[src/rtl/crc_pkg.sv]
// crc_pkg: frame FSM state encoding and default polynomial constants for the serial CRC engine.
package crc_pkg;
   typedef enum logic [1:0] {IDLE = 2'b00, SHIFT_IN = 2'b01, SHIFT_OUT = 2'b10} state_e;
   localparam logic [7:0] DEF_TAPS      = 8'b0100_0100;
   localparam logic [7:0] DEF_SEED      = 8'hD8;
   localparam logic [7:0] DEF_FINAL_XOR = 8'h00;
endpackage

[src/rtl/crc_serial_engine_if.sv]
// crc_serial_engine_if: serial frame input and CRC output handshake of the CRC engine.
interface crc_serial_engine_if;
   logic ACTIVE, DATA, CRC, Valid, Busy, Done;
   modport master (output ACTIVE, DATA, input CRC, Valid, Busy, Done);
   modport slave (input ACTIVE, DATA, output CRC, Valid, Busy, Done);
endinterface

[src/rtl/crc_lfsr_core.sv]
// crc_lfsr_core: LFSR register with seed-load, step and shift-out; after the remainder is captured the
// same register drains it serially. Optional final XOR under CRC_FINAL_XOR_EN.
module crc_lfsr_core import crc_pkg::*; #(
   parameter int                   CRC_WIDTH = 8,
   parameter logic [CRC_WIDTH-1:0] TAPS      = CRC_WIDTH'(DEF_TAPS),
   parameter logic [CRC_WIDTH-1:0] SEED      = CRC_WIDTH'(DEF_SEED),
   parameter logic [CRC_WIDTH-1:0] FINAL_XOR = CRC_WIDTH'(DEF_FINAL_XOR),
   parameter logic                 MSB_FIRST = 1'b0
) (
   input  logic CLK,
   input  logic RST,
   input  logic start,
   input  logic step_en,
   input  logic dump,
   input  logic shift_en,
   input  logic din,
   output logic first_bit,
   output logic head_bit
);
   logic [CRC_WIDTH-1:0] lfsr_q, lfsr_d, rem;
   function automatic logic [CRC_WIDTH-1:0] step(input logic [CRC_WIDTH-1:0] v, input logic d);
      logic fb;
      fb = d ^ v[0];
      return {fb, v[CRC_WIDTH-1:1]} ^ ({CRC_WIDTH{fb}} & {1'b0, TAPS[CRC_WIDTH-2:0]});
   endfunction
   function automatic logic [CRC_WIDTH-1:0] advance(input logic [CRC_WIDTH-1:0] v);
      return MSB_FIRST ? {v[CRC_WIDTH-2:0], 1'b0} : {1'b0, v[CRC_WIDTH-1:1]};
   endfunction
   function automatic logic head(input logic [CRC_WIDTH-1:0] v);
      return MSB_FIRST ? v[CRC_WIDTH-1] : v[0];
   endfunction
`ifdef CRC_FINAL_XOR_EN
   assign rem = lfsr_q ^ FINAL_XOR;
`else
   assign rem = lfsr_q;
`endif
   // dump stores the remainder already advanced by one, since its head bit leaves on the same edge
   always_comb
      lfsr_d = start    ? step(SEED, din)   :
               step_en  ? step(lfsr_q, din) :
               dump     ? advance(rem)      :
               shift_en ? advance(lfsr_q)   : lfsr_q;
   always_ff @(posedge CLK)
      lfsr_q <= RST ? SEED : lfsr_d;
   assign first_bit = head(rem);
   assign head_bit  = head(lfsr_q);
endmodule

[src/rtl/crc_serial_engine.sv]
// crc_serial_engine: serial CRC generator with frame FSM, reseed at every frame start and a Done pulse.
// Define CRC_FINAL_XOR_EN to XOR the remainder with FINAL_XOR before it is emitted.
module crc_serial_engine import crc_pkg::*; #(
   parameter int                   CRC_WIDTH = 8,
   parameter logic [CRC_WIDTH-1:0] TAPS      = CRC_WIDTH'(DEF_TAPS),
   parameter logic [CRC_WIDTH-1:0] SEED      = CRC_WIDTH'(DEF_SEED),
   parameter logic                 MSB_FIRST = 1'b0,
   parameter logic [CRC_WIDTH-1:0] FINAL_XOR = CRC_WIDTH'(DEF_FINAL_XOR)
) (
   input logic                CLK,
   input logic                RST,
   crc_serial_engine_if.slave bus
);
   localparam int            CW   = $clog2(CRC_WIDTH + 1);
   localparam logic [CW-1:0] LAST = CW'(CRC_WIDTH);
   state_e        state_q, state_d;
   logic [CW-1:0] out_cnt_q, out_cnt_d;
   logic          crc_q, crc_d, valid_q, valid_d, done_q, done_d;
   logic          start, step_en, dump, shift_en, first_bit, head_bit;
   crc_lfsr_core #(
      .CRC_WIDTH(CRC_WIDTH), .TAPS(TAPS), .SEED(SEED), .FINAL_XOR(FINAL_XOR), .MSB_FIRST(MSB_FIRST)
   ) u_core (
      .CLK(CLK), .RST(RST), .start(start), .step_en(step_en), .dump(dump), .shift_en(shift_en),
      .din(bus.DATA), .first_bit(first_bit), .head_bit(head_bit)
   );
   always_comb begin
      state_d   = state_q;
      out_cnt_d = out_cnt_q;
      crc_d     = 1'b0;
      valid_d   = 1'b0;
      done_d    = 1'b0;
      start     = 1'b0;
      step_en   = 1'b0;
      dump      = 1'b0;
      shift_en  = 1'b0;
      case (state_q)
         IDLE: if (bus.ACTIVE) begin
            start   = 1'b1;
            state_d = SHIFT_IN;
         end
         SHIFT_IN: if (bus.ACTIVE) step_en = 1'b1;
         else begin
            dump      = 1'b1;
            crc_d     = first_bit;
            valid_d   = 1'b1;
            out_cnt_d = CW'(1);
            state_d   = SHIFT_OUT;
         end
         SHIFT_OUT: if (out_cnt_q < LAST) begin
            shift_en  = 1'b1;
            crc_d     = head_bit;
            valid_d   = 1'b1;
            out_cnt_d = out_cnt_q + CW'(1);
         end else begin
            done_d    = 1'b1;
            out_cnt_d = '0;
            state_d   = IDLE;
         end
         default: state_d = IDLE;
      endcase
   end
   always_ff @(posedge CLK) begin
      if (RST) begin
         state_q   <= IDLE;
         out_cnt_q <= '0;
         crc_q     <= 1'b0;
         valid_q   <= 1'b0;
         done_q    <= 1'b0;
      end else begin
         state_q   <= state_d;
         out_cnt_q <= out_cnt_d;
         crc_q     <= crc_d;
         valid_q   <= valid_d;
         done_q    <= done_d;
      end
   end
   assign bus.CRC   = crc_q;
   assign bus.Valid = valid_q;
   assign bus.Done  = done_q;
   assign bus.Busy  = state_q != IDLE;
endmodule

[src/flat_wrapper.sv]
// flat-port wrapper written by rule: the top's interface ports become plain ports
module crc_serial_engine_flat import crc_pkg::*;
#(
   parameter int                   CRC_WIDTH = 8,
   parameter logic [CRC_WIDTH-1:0] TAPS      = CRC_WIDTH'(DEF_TAPS),
   parameter logic [CRC_WIDTH-1:0] SEED      = CRC_WIDTH'(DEF_SEED),
   parameter logic                 MSB_FIRST = 1'b0,
   parameter logic [CRC_WIDTH-1:0] FINAL_XOR = CRC_WIDTH'(DEF_FINAL_XOR)
)
  (CLK, RST, bus_ACTIVE, bus_DATA, bus_CRC, bus_Valid, bus_Busy, bus_Done);
  crc_serial_engine_if bus_i ();
  input logic CLK;
  input logic RST;
  input wire logic [$bits(bus_i.ACTIVE)-1:0] bus_ACTIVE;
  input wire logic [$bits(bus_i.DATA)-1:0] bus_DATA;
  output wire logic [$bits(bus_i.CRC)-1:0] bus_CRC;
  output wire logic [$bits(bus_i.Valid)-1:0] bus_Valid;
  output wire logic [$bits(bus_i.Busy)-1:0] bus_Busy;
  output wire logic [$bits(bus_i.Done)-1:0] bus_Done;
  assign bus_i.ACTIVE = bus_ACTIVE;
  assign bus_i.DATA = bus_DATA;
  assign bus_CRC = bus_i.CRC;
  assign bus_Valid = bus_i.Valid;
  assign bus_Busy = bus_i.Busy;
  assign bus_Done = bus_i.Done;
  crc_serial_engine #(.CRC_WIDTH(CRC_WIDTH), .TAPS(TAPS), .SEED(SEED), .MSB_FIRST(MSB_FIRST), .FINAL_XOR(FINAL_XOR)) u_core (.CLK(CLK), .RST(RST), .bus(bus_i));
endmodule
[config.mk]
export PLATFORM = sky130hd
export DESIGN_NAME = crc_serial_engine_flat
export DESIGN_NICKNAME = d
export VERILOG_FILES = /design/src/rtl/crc_pkg.sv /design/src/rtl/crc_serial_engine_if.sv /design/src/rtl/crc_lfsr_core.sv /design/src/rtl/crc_serial_engine.sv /design/src/flat_wrapper.sv
export SDC_FILE = /design/constraint.sdc
export NUM_CORES = 1
export LEC_CHECK = 0
export BUFFER_PORTS_ARGS = -buffer_cell sky130_fd_sc_hd__buf_2
export CAP_MARGIN = 30
export CORE_MARGIN = 8
export CORE_UTILIZATION = 40
export CTS_BUF_LIST = sky130_fd_sc_hd__clkbuf_4
export DETAILED_ROUTE_END_ITERATION = 6
export PLACE_DENSITY = 0.7
export SLEW_MARGIN = 25
export SYNTH_ARGS = -nofsm -noshare
export SYNTH_HDL_FRONTEND = slang
export SYNTH_SLANG_ARGS = --single-unit
[constraint.sdc]
create_clock -name CLK -period 1.78 [get_ports CLK]
set_input_delay 0.356 -clock CLK [delete_from_list [all_inputs] [get_ports CLK]]
set_output_delay 0.356 -clock CLK [all_outputs]
set_load 0.01 [all_outputs]
==> impl_metrics.ini <==
[clock_tree]
clkSinkCount = 17
tritoncts = built
cts_root_buf = clkbuf_4
cts_setup_buffers = 0
cts.path.max_buffers = 2
postCtsHoldBufs = 0
htreeDepth = 1
numCtsBuffers = 3
insertion_delay_ps = 300
clk_pin_slew_ps = 110

[sta]
min_period_over_period_pct = 94.0
max-slew-margin-rel_pct = 79.9
setup_tns_ps = 0
finClkSkew_ps = 8.75
drv_slew = 0
timing.fmax_ghz = 0.598
tightest_slew_ps = 302
rsz0062_at_grt = false
setup-violations-final = 0
hold_violations = 0
fin_crit_ps = 1670

[route]
ant_nets = 0
drtIter0Drc = 18
drc = 0
drt_wl_total_mm = 1.95
num_vias = 798
wl_per_cell_um = 13.3
dr.pass1.iters = 4
via_per_inst = 5.43

[floorplanning]
die_w_um = 64.2
core_um2 = 2210
initial_core_util_pct = 42.0
num_io_pins = 8
die_h_um = 64.2
dieArea_um2 = 4120
rows = 17

[worst_setup_path]
startpoint = u_core.state_q[0]$_SDFFE_PP0P_
critPathArrivalTime_ps = 1320
r2r_cells = 7
setup.worst_path.end_class = output port
rrSetupSlack_ps = 120
r2r_end = u_core.state_q[0]$_SDFFE_PP0P_
cp.required_ps = 1420
critical_path_class = flop to output port
startpoint_type = flop
crit_fanout = 8
reg2reg_from = u_core.state_q[0]$_SDFFE_PP0P_
cp_common_cell = inv_1
cpPeakStageDelay_ps = 360
cpMaxStageDelayCell = dfxtp_2
crit_chain = inv_1 -> buf_4 -> ha_2 -> inv_1 -> buf_2

[place]
dp_hpwl_mm = 1.36
portBuffers = 7
place_area_um2 = 1010
gp_congestion = 0.819

[yosys]
syn_nets = 120
yosysSeqAreaShare_pct = 36.6
synthesis.area_um2 = 930
avgSynthCellArea_um2 = 8.53
synthCells = 109
synth-seq-cells = 17
ys_warn_count = 0
synth_cell_types = 36

[layout]
multi_input_area_um2 = 533
fin_nets = 131
finalInstanceArea_um2 = 1040
nFillCells = 225
drive_gt1_share_pct = 18.5
seqCellArea_um2 = 343
area_delta_synth_final_pct = 12.0
diodes = 0

[hold_path]
min_to = u_core.bus.Done$_SDFF_PP0_
hold_path.class = input port to flop
hold_depth = 2
hold_path.startpoint = RST

[global_route]
overflow = 0
grtUsageTotal_pct = 9.72
grt_pass1_wl_mm = 3.34
antenna_found_initial = 0
grt_pass1_vias = 765
grt_max_degree = 18

[pwr]
vdd.ir_drop.worst_mv = 0.479
powerDensity_nw_per_um2 = 1320
p_leak_nw = 0.460

[job]
maxCapViolations = 0

[status]
outcome = complete, no violations
-- area by class of cell --
class | instances | share of cell area, %
Inverter | 8 | 2.88
Tap cell | 28 | 3.37
Sequential cell | 17 | 32.9
Timing Repair Buffer | 12 | 6.97
Clock buffer | 3 | 2.16
Clock inverter | 1 | 0.481
Multi-Input combinational cell | 78 | 51.2
-- cells in the final DEF, fill, tap and decap left out, drive strengths merged, types with 2 or more instances in the layout --
cell type and instances:
mux2i 4, a211o 3, and2 2, nor2 7
ha 7, nand3 3, o21ai 5, nand2 9
a21oi 10, buf 12, nor3b 3, clkbuf 3
o31ai 2, dfxtp 17, nor3 2, inv 8
nor2b 3, nand2b 3
-- through the flow --
step | util, % | hold slack (ps) | worst slack (ps) | cells | total power, mW
after floorplan | - | 432 | 108 | 109 | 0.983
after global placement | 45.5 | 441 | 142 | 143 | 1.13
after detailed placement | 45.5 | 452 | 100 | 143 | 1.15
after CTS | 46.8 | 418 | 7.78 | 147 | 1.37
after global routing | 47.1 | 445 | 19.9 | 147 | 1.49
final | 47.1 | 418 | 107 | 147 | 1.38
-- power by group --
part	total (mW)	switching [mW]	internal, mW
logic	0.635	0.344	0.291
registers	0.533	0.0686	0.465
clock network	0.211	0.127	0.0837
total	1.38	0.540	0.839
-- kinds of logic after synthesis --
family	synth area share, %
AND/OR/NAND/NOR	22.6
AO/OA/AOI/OAI	19.5
flip-flops	36.6
buffers and inverters	6.59
adder cells (fa/ha/maj)	9.42
multiplexers	4.31
XOR/XNOR	0.942
-- worst max path at each step --
stage	slack (ps)	to
4_1_cts	8	bus_Busy
6_report	110	bus_Busy
3_5_place_dp	100	u_core.state_q[0]$_SDFFE_PP0P_
5_1_grt	20	bus_Busy
2_1_floorplan	110	u_core.u_core.lfsr_q[4]$_SDFFE_PP1P_
3_3_place_gp	140	u_core.u_core.lfsr_q[4]$_SDFFE_PP1P_
-- critical path, delay by kind of cell (launching register included) --
family,cells,cell delay [ps]
adder cells (fa/ha/maj),1,260
flip-flops,1,360
buffers and inverters,4,410
-- synth_stat cells, drive strengths merged --
cell type  number  area (µm²)
a211o           3        26.3
a211oi          1        7.51
a21oi          10        50.1
a311oi          1        8.76
a31oi           1        6.26
a32o            1        10.0
a32oi           1        8.76
and2            2        12.5
and3            1        6.26
and3b           1        8.76
and4b           1        10.0
buf             2        16.3
clkbuf          4        15.0
dfxtp          17         340
ha              7        87.6
inv             8        30.0
mux2i           4        40.0
nand2           9        33.8
nand2b          3        26.3
nand3           3        15.0
nand3b          1        7.51
nand4           1        6.26
nor2            7        26.3
nor2b           3        18.8
nor3            2        10.0
nor3b           3        22.5
o21a            1        7.51
o21ai           5        25.0
o21bai          1        7.51
o221ai          1        8.76
o31ai           2        15.0
or3             1        6.26
xor2            1        8.76
-- state kept, by name, summed over array words and instances (netlist names) --
register,flops
u_core.bus.Valid,1
u_core.u_core.lfsr_q,8
u_core.out_cnt_q,4
u_core.bus.CRC,1
u_core.state_q,2
u_core.bus.Done,1
-- layer usage --
layer | vias up | routed length (µm) | part of all wire (%) | global-route usage [%]
met1 | 378 | 932 | 48 | 10.9
li1 | 401 | - | - | -
met4 | 0 | 41 | 2.1 | 5.18
met2 | 14 | 907 | 46 | 16.4
met3 | 5 | 72 | 3.7 | 2.61
met5 | - | 0 | 0 | 0
-- timing repair --
item / in CTS / in global routing
endpoints found under the hold margin: 0 / 0
resized for setup: 1 / 3
setup endpoints to repair: 1 / 4
Power figures use the tool's default switching activity.
